### src/rtl/wave_capture.sv
// wave_capture: writer side of a double-buffered 512-entry waveform RAM.
// Waits for a rising crossing of TRIG_LEVEL, then stores 256 consecutive
// samples as 8-bit screen rows into the buffer half the display is not
// reading. After the last sample it waits for the display's idle (blanking)
// window and flips read_index so the display picks up the new capture.
//
// Ports:
//   clk               system clock, rising edge
//   reset_n           asynchronous active-low reset
//   sample_ready      one-cycle strobe, new_sample_in valid
//   new_sample_in     signed audio sample, SAMPLE_W bits
//   wave_display_idle display is not reading the RAM (vblank)
//   write_address     RAM write address {~read_index, count}
//   write_enable      RAM write strobe, one cycle per stored sample
//   write_sample      screen row, 0 = top, 255 = bottom
//   read_index        buffer half the display reads
module wave_capture #(
  parameter int SAMPLE_W   = 16,
  parameter int ADDR_W     = 8,
  parameter int TRIG_LEVEL = 0
) (
  input  logic                clk,
  input  logic                reset_n,
  input  logic                sample_ready,
  input  logic [SAMPLE_W-1:0] new_sample_in,
  input  logic                wave_display_idle,
  output logic [ADDR_W:0]     write_address,
  output logic                write_enable,
  output logic [7:0]          write_sample,
  output logic                read_index
);

  localparam logic signed [SAMPLE_W-1:0] TRIG_S = SAMPLE_W'(TRIG_LEVEL);

  typedef enum logic [1:0] {
    S_ARMED  = 2'd0,
    S_ACTIVE = 2'd1,
    S_WAIT   = 2'd2
  } state_t;

  state_t                      state_r;
  state_t                      state_n;
  logic [ADDR_W-1:0]           count_r;
  logic [ADDR_W-1:0]           count_n;
  logic signed [SAMPLE_W-1:0]  prev_sample_r;
  logic signed [SAMPLE_W-1:0]  sample_s;
  logic                        trigger_s;
  logic                        write_s;
  logic                        flip_s;

  // Top byte of the sample, inverted magnitude bits so +max lands on row 0.
  function automatic logic [7:0] row_map(input logic [SAMPLE_W-1:0] smp);
    logic [7:0] top;
    top = smp[SAMPLE_W-1 -: 8];
    return {top[7], ~top[6:0]};
  endfunction

  assign sample_s  = new_sample_in;
  assign trigger_s = sample_ready && (prev_sample_r < TRIG_S) && (sample_s >= TRIG_S);

  // Next-state, write request and buffer-flip decode.
  always_comb begin
    state_n = state_r;
    count_n = count_r;
    write_s = 1'b0;
    flip_s  = 1'b0;
    case (state_r)
      S_ARMED: begin
        if (trigger_s) begin
          write_s = 1'b1;
          count_n = ADDR_W'(1);
          state_n = S_ACTIVE;
        end else begin
          count_n = '0;
        end
      end
      S_ACTIVE: begin
        if (sample_ready) begin
          write_s = 1'b1;
          count_n = count_r + ADDR_W'(1);
          if (count_r == {ADDR_W{1'b1}}) begin
            state_n = S_WAIT;
          end else begin
            state_n = S_ACTIVE;
          end
        end else begin
          state_n = S_ACTIVE;
        end
      end
      S_WAIT: begin
        // A sample arriving with idle is only remembered, never stored.
        if (wave_display_idle) begin
          flip_s  = 1'b1;
          state_n = S_ARMED;
        end else begin
          state_n = S_WAIT;
        end
      end
      default: begin
        state_n = S_ARMED;
        count_n = '0;
      end
    endcase
  end

  // Control state, sample history and buffer selection.
  always_ff @(posedge clk or negedge reset_n) begin
    if (!reset_n) begin
      state_r       <= S_ARMED;
      count_r       <= '0;
      prev_sample_r <= '0;
      read_index    <= 1'b0;
    end else begin
      state_r    <= state_n;
      count_r    <= count_n;
      read_index <= read_index ^ flip_s;
      if (sample_ready) begin
        prev_sample_r <= sample_s;
      end
    end
  end

  // Registered RAM write port; address/data hold between writes.
  always_ff @(posedge clk or negedge reset_n) begin
    if (!reset_n) begin
      write_enable  <= 1'b0;
      write_address <= '0;
      write_sample  <= 8'h00;
    end else begin
      write_enable <= write_s;
      if (write_s) begin
        write_address <= {~read_index, count_r};
        write_sample  <= row_map(new_sample_in);
      end
    end
  end

endmodule

### config.mk
export PLATFORM = sky130hd
export DESIGN_NAME = wave_capture
export DESIGN_NICKNAME = d
export VERILOG_FILES = /design/src/rtl/wave_capture.sv
export SDC_FILE = /design/constraint.sdc
export NUM_CORES = 1
export LEC_CHECK = 0
export ABC_AREA = 0
export CORE_MARGIN = 4
export CORE_UTILIZATION = 46
export DETAILED_ROUTE_END_ITERATION = 6
export GPL_ROUTABILITY_DRIVEN = 0
export PLACE_DENSITY = 0.85
export REMOVE_ABC_BUFFERS = 1
export SETUP_SLACK_MARGIN = 0.5
export SLEW_MARGIN = 30
export SYNTH_ARGS = -nofsm -noshare
export SYNTH_HDL_FRONTEND = slang
export SYNTH_SLANG_ARGS = --single-unit
### constraint.sdc
create_clock -name clk -period 1.8 [get_ports clk]
set_input_delay 0.36 -clock clk [delete_from_list [all_inputs] [get_ports clk]]
set_output_delay 0.36 -clock clk [all_outputs]
set_load 0.1 [all_outputs]
==> results of run 1 <==
## layout make-up
class | instances | share of cell area [%]
Tap cell | 31 | 1.72
Timing Repair Buffer | 55 | 31.5
Sequential cell | 30 | 33.6
Clock inverter | 1 | 1.33
Clock buffer | 6 | 2.28
Multi-Input combinational cell | 71 | 27.4
Inverter | 13 | 2.16
## worst max path at each step
| stage | slack [ns] | depth (start not counted) | startpoint | end |
|---|---|---|---|---|
| global route | 0.40 | 5 | state_r[1]$_DFFE_PN0P_ | write_address[0]$_DFFE_PN0P_ |
| finish | 0.45 | 5 | state_r[1]$_DFFE_PN0P_ | write_address[1]$_DFFE_PN0P_ |
| floorplan | 0.18 | 3 | prev_sample_r[15]$_DFFE_PN0P_ | write_address[0]$_DFFE_PN0P_ |
| detailed placement | -0.04 | 5 | sample_ready | write_address[1]$_DFFE_PN0P_ |
| global placement | 0.008 | 5 | sample_ready | write_address[5]$_DFFE_PN0P_ |
| CTS | 0.47 | 4 | prev_sample_r[15]$_DFFE_PN0P_ | write_address[1]$_DFFE_PN0P_ |
## flip-flops by register name (all words and copies together), names as in the netlist
name	flops
prev_sample_r	1
write_sample	8
state_r	2
count_r	8
write_enable	1
read_index	1
write_address	9
## layer usage
layer / routed length, um / vias up / part of all wire [%]
li1: - / 531 / -
met3: 226 / 19 / 6.5
met2: 1810 / 53 / 52
met5: 0 / - / 0
met1: 1300 / 573 / 38
met4: 117 / 0 / 3.4
## report_power, final
part | total (W) | internal, W | switching, W
registers | 0.000958 | 0.000807 | 0.000151
clock network | 0.000549 | 0.000323 | 0.000226
logic | 0.00137 | 0.000572 | 0.000799
## cell families after synthesis
| kind of cell | after synthesis | share of synthesized area [%] |
|---|---|---|
| mux | 19 | 14.9 |
| buf+inv | 18 | 6.18 |
| simple gates | 33 | 14.0 |
| flops | 30 | 55.4 |
| fa+ha+maj | 1 | 0.922 |
| xor+xnor | 1 | 0.646 |
| compound gates | 17 | 8.03 |
## metrics by stage
stage	worst slack (ns)	hold slack [ns]	util, %
2_1_floorplan	0.180	0.0644	-
3_3_place_gp	0.00788	0.523	68.7
3_5_place_dp	-0.0368	0.542	68.7
4_1_cts	0.470	0.433	76.6
5_1_grt	0.405	0.428	81.1
6_report	0.450	0.420	81.1
## critical path: stages, from the launching register on
cell	delay [ns]
dfrtp_2	0.46
buf_6	0.14
nor2b_4	0.12
o21ai_4	0.08
buf_8	0.15
mux2_4	0.30
## timing repair
action	in CTS	in global routing
setup buffers	7	10
resized for setup	28	12
pin swaps	1	1
setup endpoints to repair	30	43
## placed cells by master, fill, tap and decap left out, types with 2 or more instances in the layout
| cell | Yosys | layout |
|---|---|---|
| a21oi_1 | 5 | 5 |
| buf_12 | 0 | 20 |
| buf_4 | 0 | 19 |
| buf_6 | 2 | 4 |
| clkbuf_4 | 0 | 5 |
| clkdlybuf4s50_1 | 0 | 9 |
| dfrtp_1 | 30 | 24 |
| dfrtp_2 | 0 | 6 |
| dlygate4sd2_1 | 0 | 2 |
| inv_1 | 13 | 13 |
| mux2_4 | 0 | 9 |
| mux2i_1 | 10 | 10 |
| nand2_1 | 10 | 10 |
| nand3_1 | 5 | 5 |
| nand4_1 | 2 | 2 |
| nor2b_4 | 0 | 3 |
| nor3_1 | 3 | 2 |
| o211ai_1 | 2 | 2 |
| o21ai_0 | 4 | 3 |
| o22ai_1 | 2 | 2 |
| or4_4 | 0 | 2 |
==> impl_metrics.py, run 1 <==
metrics = {
    "yosys": {
        "synth.cell_area_mm2": 0.00136,
        "async_reset_ff_share_pct": 100,
        "ys_warn_count": 0,
        "yosysTopAreaCellShare_pct": 55.4,
        "synthFlopType": "dfrtp_1",
        "syn_area_per_cell_um2": 11.4,
        "yosysMostFrequentCell": "dfrtp_1",
        "ys_seq_area_share_pct": 55.4,
        "synth_edf_count": 0,
        "synth_area_leader_cell": "dfrtp_1",
        "yosys-top-cells-count": "dfrtp_1, inv_1, mux2i_1, nand2_1, mux2_2",
        "yosys_register_bits": 30,
        "synthCells": 119,
        "synth_area_leaders": "dfrtp_1, mux2_2, mux2i_1, inv_1, nand2_1",
        "ys_types": 28,
    },
    "hold_path": {
        "hold_path.class": "in -> async",
    },
    "clock_network": {
        "clk_pin_slew_ns": 0.09,
        "cts_buffers": 5,
        "ctsHoldBuffers": 0,
        "cts_tree": "yes",
        "clock_latency_ns": 0.33,
        "clockRootBuffer": "clkbuf_4",
        "clock_sinks": 30,
        "cts.path.max_buffers": 2,
        "cts.htree.levels": 2,
    },
    "sta": {
        "setup_viol": 0,
        "max_clock_freq_mhz": 741,
        "rsz0062_at_grt": "yes",
        "worst_pin_slew_ns": 0.375,
        "hold_violations": 0,
        "clock-skew-final_ns": 0.00424,
        "fin_tns_setup_ns": 0,
        "slew_headroom_pct": 75.0,
        "final_max_slew_viol_count": 0,
        "post-route-min-period_ns": 1.35,
        "fin_crit_sh_pct": 75.0,
    },
    "drt": {
        "viasPerCell": 5.68,
        "wl_per_cell_um": 16.7,
        "drt-total-wl_um": 3450,
        "drc": 0,
        "vias": 1176,
        "drt_iter0_markers": 41,
        "antenna_left": 0,
        "drtPass1Iterations": 6,
    },
    "placement": {
        "hpwlAfterDp_um": 2100,
        "dpl.cell_count": 183,
        "io_buffer_count": 30,
        "placed_area_mm2": 0.00191,
    },
    "grt": {
        "antenna_found_initial": 0,
        "grt.met2_usage_pct": 28.8,
        "use_met3_pct": 7.39,
        "busiest_layer": "met2",
        "met1_usage_pct": 20.9,
        "grt_pass1_wl_um": 5510,
        "grt_usage_pct": 17.9,
        "overflow": 0,
        "grt_max_degree": 31,
        "grt_pass1_vias": 1181,
    },
    "status": {
        "run_status": "completed",
    },
    "layout": {
        "num_antenna_cells": 0,
        "drive_above_1_share_pct": 44.3,
        "final_area_mm2": 0.00225,
        "finalNonFillerCells": 207,
        "n_fill_cell": 159,
        "multi_input_area_um2": 617,
        "fin_nets": 197,
        "area_growth_pct": 66.2,
        "register_area_um2": 758,
    },
    "power": {
        "peakVddDrop_uv": 1410,
        "power_density_mw_per_mm2": 1280,
        "p_leak_nw": 1.09,
        "p_total_w": 0.00288,
    },
    "worst_setup_path": {
        "end_kind": "register",
        "startpoint_type": "register",
        "r2r_cells": 5,
        "r2r-start": "state_r[1]$_DFFE_PN0P_",
        "rrSetupSlack_ns": 0.45,
        "crit_required_ns": 2.02,
        "crit_fanout": 8,
        "crit_type": "reg -> reg",
        "arrival_ns": 1.57,
        "regToRegEndpoint": "write_address[1]$_DFFE_PN0P_",
    },
    "floorplanning": {
        "start_util_pct": 48.8,
        "core_area_mm2": 0.00278,
        "dieArea_mm2": 0.00388,
        "ios": 39,
        "die_x_um": 62.3,
        "die_h_um": 62.3,
        "fp-row-count": 19,
    },
    "flow_run": {
        "maxCapViolations": 0,
    },
}
No activity file was read; power rests on OpenSTA's default activity.
==> inputs of run 2 (changes only) <==
- clock period: 1.8 -> 1.3 ns (I/O delays scaled with it)
==> run 2 against run 1 <==
Compared with the run above: the run now ends with setup timing left; via count up 14%; combinational power up 70%; flip-flop and latch count unchanged; routed wire length up 59%; core utilization up 11 points; register-to-register slack worse by 0.54 ns; count of clock-buffer cells in the layout unchanged; final cell count up 8.2%; largest cell class is now buffers.
==> impl_metrics.py, run 2 (synthesized netlist as in run 1, its figures left out) <==
metrics = {
    "sta": {
        "setup_viol": 18,
        "slew_headroom_pct": 79.8,
        "fin_ws_ns": -0.0897,
        "max_clock_freq_mhz": 720,
        "rsz0062_at_grt": "yes",
        "hold_violations": 0,
        "post-route-min-period_ns": 1.39,
        "fin_crit_sh_pct": 107,
        "worst_pin_slew_ns": 0.301,
        "clock-skew-final_ns": 0.0168,
        "final_max_slew_viol_count": 0,
    },
    "worst_setup_path": {
        "r2r-start": "prev_sample_r[15]$_DFFE_PN0P_",
        "startpoint_type": "register",
        "r2r_cells": 5,
        "crit_family": "flip-flops",
        "end_kind": "register",
        "crit_required_ns": 1.53,
        "crit_type": "reg -> reg",
        "crit_fanout": 7,
        "arrival_ns": 1.62,
        "critPathSlowestCell": "dfrtp_1",
        "crit_chain": "nor2b_4 -> o21ai_2 -> buf_6 -> buf_6 -> mux2i_1",
        "regToRegEndpoint": "write_sample[2]$_DFFE_PN0P_",
        "rrSetupSlack_ns": -0.09,
        "critical_path.most_common_cell": "buf_6",
        "cp_num_buf_inv": 2,
        "slowest_delay_ns": 0.43,
    },
    "layout": {
        "num_antenna_cells": 0,
        "largest_register": "write_address",
        "fin_nets": 214,
        "finalNonFillerCells": 224,
        "largest_register_ffs": 9,
        "final_area_mm2": 0.00257,
        "reg_top3": "write_address (9), count_r (8), write_sample (8)",
        "drive_above_1_share_pct": 59.6,
        "area_growth_pct": 89.3,
        "layout_commonest_cell": "dfrtp_1",
        "layout_common_cells": "dfrtp_1, buf_4, buf_12",
        "final_util_pct": 92.3,
    },
    "placement": {
        "placed_area_mm2": 0.00201,
        "dpl.cell_count": 194,
        "io_buffer_count": 30,
        "dp_slack_ns": -0.414,
        "hpwlAfterDp_um": 2380,
    },
    "status": {
        "run_status": "finished, violations left",
        "violations": "setup timing",
    },
    "drt": {
        "wl_per_cell_um": 24.6,
        "drc": 0,
        "vias": 1346,
        "drt_iter0_markers": 91,
        "drtPass1Iterations": 4,
        "antenna_left": 0,
        "viasPerCell": 6.01,
        "drt-total-wl_um": 5500,
    },
    "clock_network": {
        "cts.path.max_buffers": 2,
        "clk_pin_slew_ns": 0.11,
        "cts_tree": "yes",
        "cts_buffers": 5,
        "clock_sinks": 30,
        "ctsHoldBuffers": 0,
        "clock_latency_ns": 0.33,
        "cts.htree.levels": 2,
        "clockRootBuffer": "clkbuf_4",
    },
    "floorplanning": {
        "core_area_mm2": 0.00278,
        "ios": 39,
        "fp-row-count": 19,
        "dieArea_mm2": 0.00388,
        "start_util_pct": 48.8,
        "die_h_um": 62.3,
        "die_x_um": 62.3,
    },
    "power": {
        "seq_power_share_pct": 30.3,
        "p_sw_share_pct": 42.6,
        "p_leak_nw": 1.23,
        "intPower_w": 0.00257,
        "combPwrFrac_pct": 52.1,
        "power_density_mw_per_mm2": 1740,
        "peakVddDrop_uv": 1990,
        "p_switching_w": 0.00190,
        "clkPwrFrac_pct": 17.6,
    },
    "grt": {
        "grt_pass1_wl_um": 7080,
        "grt_pass1_vias": 1334,
        "grt_max_degree": 31,
        "overflow": 0,
        "antenna_found_initial": 0,
        "grt_usage_pct": 23.6,
    },
    "flow_run": {
        "maxCapViolations": 0,
    },
    "hold_path": {
        "hold_path.class": "in -> async",
    },
}
## run 2: cell types whose count changed in the layout (fill, tap and decap cells not counted), moves of 3 or more
cell / before / now
a21oi_1: 5 / 2
nand2_2: 0 / 3
nand2_1: 10 / 6
nand3_1: 5 / 2
o21ai_2: 0 / 3
buf_6: 4 / 15
buf_4: 19 / 24
## run 2: final cells by class
cell class	count	area (um2)
Sequential cell	30	756
Clock inverter	1	30.0
Multi-Input combinational cell	71	751
Clock buffer	6	51.3
Timing Repair Buffer	72	892
Tap cell	31	38.8
Fill cell	90	214
Inverter	13	48.8
## run 2: timing repair
item                                    CTS  global route
pin swaps                                 8            11
setup buffers                            12            11
gates resized for setup                  36            41
endpoints found under the hold margin     0             0
endpoints found under the setup margin   48            48
## run 2: worst max-delay path by stage
stage / cells after the start / start / end / slack, ns
finish: 5 / prev_sample_r[15]$_DFFE_PN0P_ / write_sample[2]$_DFFE_PN0P_ / -0.09
global route: 4 / state_r[0]$_DFFE_PN0P_ / count_r[0]$_DFFE_PN0P_ / -0.12
CTS: 4 / prev_sample_r[15]$_DFFE_PN0P_ / write_address[5]$_DFFE_PN0P_ / 0.02
detailed placement: 4 / sample_ready / count_r[7]$_DFFE_PN0P_ / -0.41
global placement: 4 / sample_ready / count_r[7]$_DFFE_PN0P_ / -0.35
floorplan: 3 / prev_sample_r[15]$_DFFE_PN0P_ / write_address[0]$_DFFE_PN0P_ / -0.32
## run 2: stage by stage
| stage | total power (W) | TNS, ns | hold WS [ns] |
|---|---|---|---|
| floorplan | 0.00231 | -3.84 | -0.0356 |
| global placement | 0.00303 | -8.28 | 0.531 |
| detailed placement | 0.00308 | -9.58 | 0.547 |
| CTS | 0.00411 | 0 | 0.274 |
| global route | 0.00460 | -1.37 | 0.295 |
| finish | 0.00447 | -0.812 | 0.288 |
## run 2: layer usage
layer / wire, um / global-route usage (%)
met1: 2200 / 28.6
met2: 2730 / 39.0
met3: 452 / 5.77
met4: 127 / 11.4
met5: 0 / 0
## run 2: power groups by stage
stage	clock network, W	logic [W]	registers, W
5_1_grt	0.000840	0.00239	0.00137
3_3_place_gp	0	0.00171	0.00132
4_1_cts	0.000779	0.00201	0.00132
6_report	0.000789	0.00233	0.00135
2_1_floorplan	0	0.000278	0.00203
3_5_place_dp	0	0.00176	0.00133
==> inputs of run 3 (changes only) <==
- ABC_AREA: 0 -> 1
- CTS_BUF_LIST: default -> sky130_fd_sc_hd__clkbuf_16
==> run 3 against run 2 <==
Compared with the run above: the flow now finishes without violations; design area decreased by 1.9%; critical endpoint is now write_address[5]$_DFFE_PN0P_; worst setup slack improved by 0.13 ns; routed wire length increased by 7.3%; sequential share of layout area increased by 0.65 points; final cell count increased by 21%; global-route usage increased by 3.6 points; die area increased by 0.24%; total power increased by 25%; clock power increased by 70%.
==> impl_metrics.py, run 3 <==
metrics = {
    "yosys": {
        "synth.cell_area_mm2": 0.00136,
        "yosysMostFrequentCell": "nand2_1",
        "yosys_register_bits": 30,
        "synth_area_leader_cell": "dfrtp_1",
        "async_reset_ff_share_pct": 100,
        "synth_edf_count": 0,
        "muxShareOfSynthArea_pct": 0,
        "synth_adder_area_share_pct": 0.920,
        "ys_warn_count": 0,
        "ys_types": 19,
        "synthXorXnorAreaFrac_pct": 1.29,
        "synth_top_family_by_area": "simple AND/OR/NAND/NOR gates",
        "yosysTopAreaCellShare_pct": 55.2,
        "ys_seq_area_share_pct": 55.2,
        "syn_area_per_cell_um2": 8.05,
        "synth_compound_area_share_pct": 3.04,
        "yosys.area_share.simple_pct": 32.2,
        "yosys-top-cells-count": "nand2_1, dfrtp_1, inv_1",
        "synthCells": 169,
        "synthFlopType": "dfrtp_1",
        "synth_area_leaders": "dfrtp_1, nand2_1, inv_1, nand3_1, nor2_1",
    },
    "drt": {
        "dr_wl_met2_um": 3090,
        "drt_iter0_markers": 165,
        "top_layer_used": "met4",
        "met3WireLength_um": 491,
        "wl_met1_um": 2000,
        "vias": 1591,
        "drt-total-wl_um": 5910,
        "antenna_left": 0,
        "drtPass1Iterations": 5,
        "drc": 0,
        "viasPerCell": 5.87,
        "wl_per_cell_um": 21.8,
    },
    "layout": {
        "reg_top3": "write_address (9), count_r (8), write_sample (8)",
        "layout_common_cells": "nand2_1, buf_4, dfrtp_1",
        "layout_commonest_cell": "nand2_1",
        "largest_register": "write_address",
        "drive_above_1_share_pct": 45.0,
        "largest_register_ffs": 9,
        "num_antenna_cells": 0,
        "fin_nets": 260,
        "n_fill_cell": 93,
        "area_growth_pct": 85.3,
    },
    "power": {
        "p_total_w": 0.00557,
        "p_leak_nw": 1.26,
        "peakVddDrop_uv": 2540,
        "power_density_mw_per_mm2": 2210,
    },
    "floorplanning": {
        "core_area_mm2": 0.00278,
        "dieArea_mm2": 0.00389,
        "die_h_um": 62.4,
        "ios": 39,
        "die_x_um": 62.4,
        "fp-row-count": 19,
        "start_util_pct": 48.9,
    },
    "grt": {
        "grt_max_degree": 31,
        "grt_pass1_vias": 1526,
        "overflow": 0,
        "grt_pass1_wl_um": 8060,
        "antenna_found_initial": 0,
        "grt_usage_pct": 27.2,
    },
    "placement": {
        "hpwlAfterDp_um": 2730,
        "dp_slack_ns": -0.268,
        "io_buffer_count": 30,
    },
    "worst_setup_path": {
        "startpoint_type": "register",
        "crit_fanout": 9,
        "arrival_ns": 1.41,
        "cp_num_buf_inv": 3,
        "crit_chain": "inv_2 -> nand2_4 -> nor2_4 -> inv_2 -> nand2_8 -> buf_12 -> nand2_1 -> nand2_1",
        "end_kind": "register",
        "crit_required_ns": 1.46,
        "critPathSlowestCell": "dfrtp_1",
        "crit_type": "reg -> reg",
        "crit_family": "flip-flops",
        "slowest_delay_ns": 0.42,
    },
    "sta": {
        "slew_headroom_pct": 83.5,
        "setup_viol": 0,
        "fin_ws_ns": 0.0446,
        "clock-skew-final_ns": 0.0107,
        "worst_pin_slew_ns": 0.247,
        "max_clock_freq_mhz": 797,
        "post-route-min-period_ns": 1.26,
        "rsz0062_at_grt": "yes",
        "hold_violations": 0,
        "fin_crit_sh_pct": 96.6,
        "final_max_slew_viol_count": 0,
    },
    "clock_network": {
        "ctsHoldBuffers": 0,
        "cts.path.max_buffers": 2,
        "cts_buffers": 5,
        "clock_sinks": 30,
        "clock_latency_ns": 0.29,
        "clockRootBuffer": "clkbuf_16",
        "cts.htree.levels": 2,
        "cts_tree": "yes",
        "clk_pin_slew_ns": 0.06,
    },
    "status": {
        "run_status": "completed",
    },
    "flow_run": {
        "maxCapViolations": 0,
    },
    "hold_path": {
        "hold_path.class": "in -> async",
    },
}
## run 3: cell families after synthesis
family	after synthesis
and+or+nand+nor	106
buffers and inverters	22
AOI/OAI and AO/OA	8
DFF	30
xor gates and xnor gates	2
adders and majority gates	1
## run 3: path summary, 6_finish.rpt
kind | slack [ns] | startpoint | depth (start not counted) | end
worst max-delay path | 0.04 | state_r[1]$_DFFE_PN0P_ | 8 | write_address[5]$_DFFE_PN0P_
worst min-delay path | 0.39 | reset_n | 2 | write_sample[3]$_DFFE_PN0P_
worst max register to register | 0.04 | state_r[1]$_DFFE_PN0P_ | 8 | write_address[5]$_DFFE_PN0P_
worst min register to register | 0.56 | write_sample[2]$_DFFE_PN0P_ | 2 | write_sample[2]$_DFFE_PN0P_
max in group asynchronous | 0.71 | reset_n | 2 | count_r[5]$_DFFE_PN0P_
min in group clk | 0.46 | new_sample_in[15] | 3 | write_sample[7]$_DFFE_PN0P_
## run 3: worst reg2reg max path, cell delays in order, from the launching register on
cell and delay [ns]:
dfrtp_1 0.42, inv_2 0.08, nand2_4 0.09, nor2_4 0.04, inv_2 0.10, nand2_8 0.09, buf_12 0.15, nand2_1 0.09
nand2_1 0.08
## run 3: area by class of cell
type / instances / area (um2) / area share (%)
multi-input combinational: 117 / 674 / 26.8
tap: 31 / 38.8 / 1.54
clock buffer: 5 / 125 / 4.97
timing repair buffer: 65 / 803 / 31.9
clock inverter: 3 / 40.0 / 1.59
inverter: 20 / 80.1 / 3.18
sequential: 30 / 758 / 30.1
## run 3: stage by stage
step / std cells / cell area [um2] / utilization (%) / setup TNS, ns / hold slack, ns
4_1_cts: 260 / 2360 / 84.9 / 0 / 0.383
3_5_place_dp: 239 / 1990 / 71.4 / -4.89 / 0.522
6_report: 271 / 2520 / 90.6 / 0 / 0.392
5_1_grt: 271 / 2520 / 90.6 / 0 / 0.408
2_1_floorplan: 167 / 1340 / - / -0.0799 / -0.0356
3_3_place_gp: 239 / 1990 / 71.4 / -3.84 / 0.512
## run 3: repair_timing
| action | in CTS | in global routing |
|---|---|---|
| buffers inserted | 13 | 11 |
| pin swaps | 8 | 10 |
| setup endpoints to repair | 49 | 49 |
| resized for setup | 37 | 22 |
## run 3: where the power goes
group	switching (W)	internal (W)	leakage, nW
sequential	0.000287	0.00114	0.378
combinational	0.00172	0.00109	0.795
clock	0.000441	0.000896	0.0836
## run 3: routing by layer
layer  track usage, %  vias to the layer above
met5                0                        -
met4             12.2                        0
li1                 -                      654
met3             9.71                       35
met2             47.3                      129
met1             29.2                      773
